### src/rtl/pipe_ctrl_pkg.sv
// Shared definitions for the pipeline run controller: FSM state encodings,
// debug command codes and small decode helpers.
package pipe_ctrl_pkg;

   typedef enum logic [1:0] {
      ST_IDLE   = 2'd0,
      ST_RUN    = 2'd1,
      ST_STEP   = 2'd2,
      ST_HALTED = 2'd3
   } run_state_t;

   typedef enum logic [1:0] {
      CMD_NOP  = 2'b00,
      CMD_RUN  = 2'b01,
      CMD_STEP = 2'b10,
      CMD_STOP = 2'b11
   } run_cmd_t;

   // True in the states where the pipeline is allowed to advance.
   function automatic logic is_advancing(input run_state_t state);
      return (state == ST_RUN) || (state == ST_STEP);
   endfunction

   // True when a command handshake completes with the given opcode.
   function automatic logic cmd_hit(input logic       fire,
                                    input logic [1:0] cmd,
                                    input run_cmd_t   code);
      return fire && (cmd == code);
   endfunction

endpackage

### src/rtl/hazard_detect.sv
// Load-use hazard comparator: flags an ID instruction that reads the
// destination of a load currently in EX. Register 0 never creates a hazard.
module hazard_detect #(
   parameter int BITS_REGS = 5
) (
   input  logic                 ex_mem_read,
   input  logic [BITS_REGS-1:0] ex_rt,
   input  logic [BITS_REGS-1:0] id_rs,
   input  logic [BITS_REGS-1:0] id_rt,
   output logic                 hazard
);

   logic rt_nonzero_s;
   logic src_match_s;

   // Pure combinational compare of the load target against both ID sources.
   always_comb begin
      rt_nonzero_s = (ex_rt != {BITS_REGS{1'b0}});
      src_match_s  = (ex_rt == id_rs) || (ex_rt == id_rt);
      hazard       = ex_mem_read && rt_nonzero_s && src_match_s;
   end

endmodule

### src/rtl/pipe_run_ctrl.sv
// Debug run/step controller for a 5-stage pipeline: a small command FSM gates
// pipeline advance and arbitrates load-use stalls against taken-branch flushes.
module pipe_run_ctrl
   import pipe_ctrl_pkg::*;
#(
   parameter int BITS_REGS = 5,
   parameter int BITS_CNT  = 32
) (
   input  logic                 i_clk,
   input  logic                 i_reset,
   input  logic                 i_cmd_valid,
   input  logic [1:0]           i_cmd,
   output logic                 o_cmd_ready,
   input  logic                 i_ex_mem_read,
   input  logic [BITS_REGS-1:0] i_ex_rt,
   input  logic [BITS_REGS-1:0] i_id_rs,
   input  logic [BITS_REGS-1:0] i_id_rt,
   input  logic                 i_branch_taken,
   input  logic                 i_wb_halt,
   output logic                 o_step,
   output logic                 o_pc_write,
   output logic                 o_ifid_write,
   output logic                 o_flush_ifid,
   output logic                 o_flush_idex,
   output logic [1:0]           o_state,
   output logic                 o_halted,
   output logic [BITS_CNT-1:0]  o_step_count
);

   run_state_t          state_r;
   run_state_t          state_nxt_s;
   logic                cmd_fire_s;
   logic                hazard_s;
   logic [BITS_CNT-1:0] step_count_r;

   hazard_detect #(
      .BITS_REGS (BITS_REGS)
   ) u_hazard_detect (
      .ex_mem_read (i_ex_mem_read),
      .ex_rt       (i_ex_rt),
      .id_rs       (i_id_rs),
      .id_rt       (i_id_rt),
      .hazard      (hazard_s)
   );

   // State register; reset is asynchronous so a mid-run abort takes effect at once.
   always_ff @(posedge i_clk or negedge i_reset) begin
      if (!i_reset) begin
         state_r <= ST_IDLE;
      end else begin
         state_r <= state_nxt_s;
      end
   end

   // Next-state decode; a halt reaching WB beats any same-cycle command.
   always_comb begin
      cmd_fire_s  = i_cmd_valid && o_cmd_ready;
      state_nxt_s = state_r;
      case (state_r)
         ST_IDLE: begin
            if (cmd_hit(cmd_fire_s, i_cmd, CMD_RUN)) begin
               state_nxt_s = ST_RUN;
            end else if (cmd_hit(cmd_fire_s, i_cmd, CMD_STEP)) begin
               state_nxt_s = ST_STEP;
            end else begin
               state_nxt_s = ST_IDLE;
            end
         end
         ST_RUN: begin
            if (i_wb_halt) begin
               state_nxt_s = ST_HALTED;
            end else if (cmd_hit(cmd_fire_s, i_cmd, CMD_STOP)) begin
               state_nxt_s = ST_IDLE;
            end else begin
               state_nxt_s = ST_RUN;
            end
         end
         ST_STEP: begin
            if (i_wb_halt) begin
               state_nxt_s = ST_HALTED;
            end else begin
               state_nxt_s = ST_IDLE;
            end
         end
         ST_HALTED: begin
            state_nxt_s = ST_HALTED;
         end
         default: begin
            state_nxt_s = ST_IDLE;
         end
      endcase
   end

   // Output decode; the branch flush takes priority because the stalled
   // instruction is on the wrong path anyway.
   always_comb begin
      o_cmd_ready  = (state_r != ST_STEP);
      o_state      = state_r;
      o_halted     = (state_r == ST_HALTED);
      o_step       = is_advancing(state_r) && !i_wb_halt;
      o_pc_write   = 1'b0;
      o_ifid_write = 1'b0;
      o_flush_ifid = 1'b0;
      o_flush_idex = 1'b0;
      if (!o_step) begin
         o_pc_write   = 1'b0;
         o_ifid_write = 1'b0;
         o_flush_ifid = 1'b0;
         o_flush_idex = 1'b0;
      end else if (i_branch_taken) begin
         o_pc_write   = 1'b1;
         o_ifid_write = 1'b1;
         o_flush_ifid = 1'b1;
         o_flush_idex = 1'b1;
      end else if (hazard_s) begin
         o_pc_write   = 1'b0;
         o_ifid_write = 1'b0;
         o_flush_ifid = 1'b0;
         o_flush_idex = 1'b1;
      end else begin
         o_pc_write   = 1'b1;
         o_ifid_write = 1'b1;
         o_flush_ifid = 1'b0;
         o_flush_idex = 1'b0;
      end
   end

   // Advanced-cycle counter, wraps naturally at the counter width.
   always_ff @(posedge i_clk or negedge i_reset) begin
      if (!i_reset) begin
         step_count_r <= {BITS_CNT{1'b0}};
      end else if (o_step) begin
         step_count_r <= step_count_r + {{(BITS_CNT-1){1'b0}}, 1'b1};
      end else begin
         step_count_r <= step_count_r;
      end
   end

   assign o_step_count = step_count_r;

endmodule

### config.mk
export PLATFORM = sky130hd
export DESIGN_NAME = pipe_run_ctrl
export DESIGN_NICKNAME = d
export VERILOG_FILES = /design/src/rtl/pipe_ctrl_pkg.sv /design/src/rtl/hazard_detect.sv /design/src/rtl/pipe_run_ctrl.sv
export SDC_FILE = /design/constraint.sdc
export NUM_CORES = 1
export LEC_CHECK = 0
export ABC_CLOCK_PERIOD_IN_PS = 1600
export BUFFER_PORTS_ARGS = -buffer_cell sky130_fd_sc_hd__buf_2
export CAP_MARGIN = 20
export CORE_MARGIN = 4
export CORE_UTILIZATION = 41
export DETAILED_ROUTE_END_ITERATION = 10
export GPL_TIMING_DRIVEN = 0
export PLACE_DENSITY = 0.76
export SLEW_MARGIN = 0
export SYNTH_ARGS = -nofsm -noshare
export SYNTH_HDL_FRONTEND = slang
export SYNTH_SLANG_ARGS = --single-unit
### constraint.sdc
create_clock -name i_clk -period 1.6 [get_ports i_clk]
set_input_delay 0.4 -clock i_clk [delete_from_list [all_inputs] [get_ports i_clk]]
set_output_delay 0.4 -clock i_clk [all_outputs]
set_load 0.01 [all_outputs]
## Yosys cells after proc, flatten, opt, wreduce, memory -nomap -nowiden

Index checks and enable logic that the tools add are counted.

- Input bits: 23
- Output and inout bits: 41
- Register bits: 34

- Equal/unequal tests: 9
- Muxes and demuxes: 14
- Reduce and logical (&&, ||, !) cells: 12
- Add/subtract/negate cells: 1

Operators with widths:

| kind | count |
|---|---|
| adder 32 x 1 -> 32 bit (second input constant) | 1 |
| == test 5 bit | 2 |
| 2-to-1 mux 1 bit | 9 |
| == test 2 bit (second input constant) | 4 |
| 2-to-1 mux 2 bit | 4 |
| one-hot mux 2 bit (4 select lines) | 1 |
| logical AND 1 bit | 7 |
| nonzero test 5 bit | 1 |
| == test 2 x 1 -> 1 bit (second input constant) | 2 |
| zero test 2 bit | 1 |
| logical OR 1 bit | 2 |
| != test 2 bit (second input constant) | 1 |
| zero test 1 bit | 1 |

## Logic depth before layout (Yosys ltp)

- Word-level depth: 6
- Depth in mapped cells: 7

## Hierarchy

Synthesis repeated with hierarchy kept, for this count alone.

- Cell total of the unflattened synthesis: 174
- Area total of the unflattened synthesis: 1868.0 µm²

Modules (own cells, without submodules):

| module | times used | cells an instance | area each (µm²) | seq. area each (µm²) |
|---|---|---|---|---|
| pipe_run_ctrl | 1 | 157 | 1742.9 | 850.8 |
| hazard_detect | 1 | 17 | 125.1 | 0.0 |

## Worst setup path before layout

Ideal clock, no wire load.

- Path kind: reg-to-output
- Start: register state_r[0] (netlist: o_state[0])
- End: output port o_flush_idex
- Stages on the path, launching flop included: 7
- Path buffers: 1
- Path slack: -0.408 ns
- Required time: 1.200 ns
- Data arrival time: 1.608 ns
- Cells stage by stage: dfrtp_1 > inv_1 > ha_1 > nor2b_1 > clkbuf_1 > and2_1 > o21bai_1

- Word-level cells in the longest chain between the ends: 4
- Elaborated cells on any way between the ends: 5
- Classes of those cells: eq/ne (2); mux (1); reduce/logical (2)

RTL lines:

| what | RTL line | text |
|---|---|---|
| from (decl) | pipe_run_ctrl.sv:30 | `run_state_t state_r;` |
| from (signal assigned) | pipe_run_ctrl.sv:51 | `state_r <= state_nxt_s;` |
| == test 2 x 1 -> 1 bit or == test 2 bit (tied branches) | pipe_ctrl_pkg.sv:21 | `return (state == ST_RUN) \|\| (state == ST_STEP);` |
| logical OR 1 bit (*) | pipe_ctrl_pkg.sv:21 |  |
| logical AND 1 bit (*) | pipe_run_ctrl.sv:100 | `o_step = is_advancing(state_r) && !i_wb_halt;` |
| named net o_step | pipe_run_ctrl.sv:20 | `output logic o_step,` |
| 2-to-1 mux 1 bit (*) | pipe_run_ctrl.sv:105 | `if (!o_step) begin` |
| to (decl) | pipe_run_ctrl.sv:24 | `output logic o_flush_idex,` |

The timed path passes the listed nets; every way through them passes the cells marked *.

## Worst setup path after layout

- Start: register state_r[1] (netlist: o_state[1])
- End: output port o_flush_idex

- Word-level cells in the longest chain between the ends: 4
- Elaborated cells on any way between the ends: 5
- Classes of those cells: eq/ne (2); mux (1); reduce/logical (2)

RTL lines:

| what | RTL line |
|---|---|
| == test 2 x 1 -> 1 bit or == test 2 bit (tied branches) | pipe_ctrl_pkg.sv:21 |
| logical OR 1 bit (*) | pipe_ctrl_pkg.sv:21 |
| logical AND 1 bit (*) | pipe_run_ctrl.sv:100 |
| 2-to-1 mux 1 bit (*) | pipe_run_ctrl.sv:105 |

Every way passes the cells marked *; elsewhere a longest branch is shown, timed or not.

==> impl_metrics.py <==
metrics = {
    "status": {
        "outcome": "finished with violations",
        "violations": "setup timing",
    },
    "drt": {
        "post_drt_wl_per_cell_um": 15.9,
        "drt_iter0_drc": 112,
        "route.vias.total": 1666,
        "routed_wl_um": 4890,
        "viasPerCell": 5.41,
        "dr.pass1.iters": 4,
        "drc_errors": 0,
        "drtAntennaViolNets": 0,
    },
    "synthesis": {
        "yosysSeqAreaShare_pct": 46.2,
        "yosys-top-cells-area": "dfrtp_1 (46%), xnor2_1 (13%), xor2_1 (6.7%), nand4_1 (5.1%), nand3_1 (3.5%)",
        "synth_top_area_share_pct": 46.2,
        "synth_top_cell_by_area": "dfrtp_1",
        "yosys-top-cells-count": "dfrtp_1 (34), xnor2_1 (27), nand4_1 (15)",
        "syn_area_um2": 1840,
        "synth-edff-count": 0,
        "ys_warn_count": 0,
        "synth.avg_cell_area_um2": 10.8,
        "synth_fp_nets": 199,
        "yosys_register_bits": 34,
        "yosysMostFrequentCell": "dfrtp_1",
        "synthDistinctLibCells": 33,
        "synth_cells": 171,
        "synth-main-ff-cell": "dfrtp_1",
        "async_reset_ff_share_pct": 100,
    },
    "sta": {
        "finalSetupViolCount": 28,
        "fin_skew_ns": 0.00329,
        "maxSlewHeadroom_pct": 49.3,
        "finalHoldWorstSlack_ns": 0.187,
        "final.min_clock_period_ns": 2.04,
        "min_period_over_period_pct": 127,
        "slew_violations": 0,
        "fmax_mhz": 491,
        "worst_slack_ns": -0.438,
        "finalHoldViolCount": 0,
        "rsz0062_at_grt": "true",
        "worst_slew_pin_slew_ns": 0.761,
    },
    "clocking": {
        "clock_latency_ns": 0.28,
        "clkTransAtPathRegs_ns": 0.06,
        "numCtsBuffers": 5,
        "tritoncts": "yes",
        "clock_sinks": 34,
        "clk_path_buf_depth": 2,
        "htreeDepth": 2,
        "root_buffer": "clkbuf_8",
        "cts_hold_buf": 0,
    },
    "worst_setup_path": {
        "crit_path_end": "o_flush_idex",
        "worstPathRequired_ns": 1.20,
        "worstSetupPathType": "reg2out",
        "crit_arrival_ns": 1.64,
        "crit_path_cell_trace": "inv_2 > ha_4 > nor2b_4 > buf_6 > o211ai_1 > o21bai_4 > buf_6",
        "cpMostUsedCell": "buf_6",
        "max_stage_delay_ns": 0.37,
        "r2r.worst_path.cells": 9,
        "start_kind": "register",
        "worstReg2RegStart": "o_state[1]",
        "cpMaxStageDelayCell": "dfrtp_1",
        "crit_path_end_kind": "output port",
        "reg2reg_to": "o_step_count[15]",
        "reg2reg_setup_slack_ns": -0.17,
        "critPathMaxFanout": 5,
        "crit_start": "o_state[1]",
    },
    "die": {
        "core_um2": 4350,
        "io_pins": 64,
        "initial_core_util_pct": 42.3,
        "rows": 24,
        "dieHeight_um": 75,
        "die_area_um2": 5630,
        "die_w_um": 75,
    },
    "min_path": {
        "hold_class": "in2async",
    },
    "placed_design": {
        "portBuffers": 63,
        "pre_cts_ws_ns": -0.431,
        "hpwl_um": 3110,
        "place_congestion": 0.829,
    },
    "global_routing": {
        "grt_first_pass_wirelength_um": 7410,
        "antenna_found_initial": 0,
        "grt.overflow.total": 0,
        "grt_pass1_vias": 1620,
        "grt_max_degree": 35,
        "grtUsageTotal_pct": 17.4,
    },
    "power_and_ir_drop": {
        "total_power_uw": 2990,
        "leakage_uw": 0.00137,
        "ir_worst_vdd_v": 0.000610,
        "p_per_area_nw_per_um2": 1100,
    },
    "flow_run": {
        "maxCapViolations": 0,
    },
    "final_layout": {
        "drive_above_1_share_pct": 51.2,
        "nFillCells": 339,
        "finalNetCount": 284,
        "area_growth_pct": 47.9,
        "diodes": 0,
    },
}
-- cell families (layout without fill, tap and decap cells) --
logic type      count (synthesis)  in the layout  synth area share, %
compound gates                  9              9                 3.60
xor+xnor                       41             41                 19.5
fa+ha+maj                       5              5                 3.40
buf+inv                        11             96                 2.58
flops                          34             34                 46.2
mux                             1              1                0.612
simple gates                   70             70                 24.1
-- worst max-delay path: cells and delay by family, from the launching register on --
family                   cells  cell delay [ns]
AND/OR/NAND/NOR              1             0.13
flip-flops                   1             0.37
adder cells (fa/ha/maj)      1             0.27
AO/OA/AOI/OAI                2             0.30
buffers and inverters        3             0.28
-- cell type report --
| cell class | instances | area, um^2 | area share, % |
|---|---|---|---|
| flip-flops and latches | 34 | 855 | 31.4 |
| plain buffers | 4 | 37.5 | 1.38 |
| well taps | 52 | 65.1 | 2.39 |
| inverters | 7 | 26.3 | 0.965 |
| multi-input cells | 126 | 1190 | 43.7 |
| clock buffers | 7 | 76.3 | 2.80 |
| repair buffers | 78 | 472 | 17.3 |
-- repair_timing --
action,4_1_cts,5_1_grt
gates cloned,1,0
pin swaps,19,26
gates resized for setup,23,31
setup buffers,10,4
endpoints found under the setup margin,31,31
-- power breakdown --
part	switching [uW]	leakage (uW)	total [uW]	internal (uW)
Combinational	617	0.000873	1320	702
Sequential	125	0.000458	1090	965
Clock	283	0.0000383	582	299
-- flip-flops by register name, summed over array words and instances (netlist names) --
register and count:
o_step_count 32, o_state 2
-- through the flow --
step	TNS, ns	utilization [%]	area [um^2]	std cells
after floorplan	-0.676	-	1900	171
after global placement	-3.93	52.4	2280	286
after detailed placement	-4.06	52.4	2280	286
after CTS	-2.15	58.4	2540	304
after global routing	-6.10	62.5	2720	308
final	-3.60	62.5	2720	308
-- cell usage in the layout, fill, tap and decap left out, drive strengths merged, types with 3 or more instances in the layout --
| master | synthesis | final |
|---|---|---|
| inv | 7 | 7 |
| xnor2 | 27 | 27 |
| nor4 | 4 | 4 |
| nand4b | 3 | 3 |
| nand3 | 14 | 14 |
| and3 | 3 | 3 |
| nor2 | 8 | 8 |
| nand2 | 8 | 8 |
| and2 | 3 | 3 |
| clkbuf | 1 | 7 |
| buf | 3 | 82 |
| nand4 | 16 | 16 |
| ha | 5 | 5 |
| xor2 | 14 | 14 |
| dfrtp | 34 | 34 |
| nor3 | 6 | 6 |
-- routing by layer --
metal  part of all wire (%)  track usage [%]  wire [um]
met5                      0                0          0
met4                    2.8             9.49        137
met1                     41             21.7       2020
met2                     52             28.0       2560
met3                    3.5             3.60        171
-- how the worst min path moves through the flow --
| stage | start | end | slack, ns |
|---|---|---|---|
| CTS | i_reset | o_step_count[20] | 0.20 |
| detailed placement | o_step_count[31] | o_step_count[31] | 0.46 |
| global placement | o_step_count[31] | o_step_count[31] | 0.46 |
| floorplan | i_reset | o_state[0] | 0.10 |
| global route | i_reset | o_step_count[20] | 0.24 |
| finish | i_reset | o_step_count[20] | 0.19 |
(Power assumes the default switching activity.)
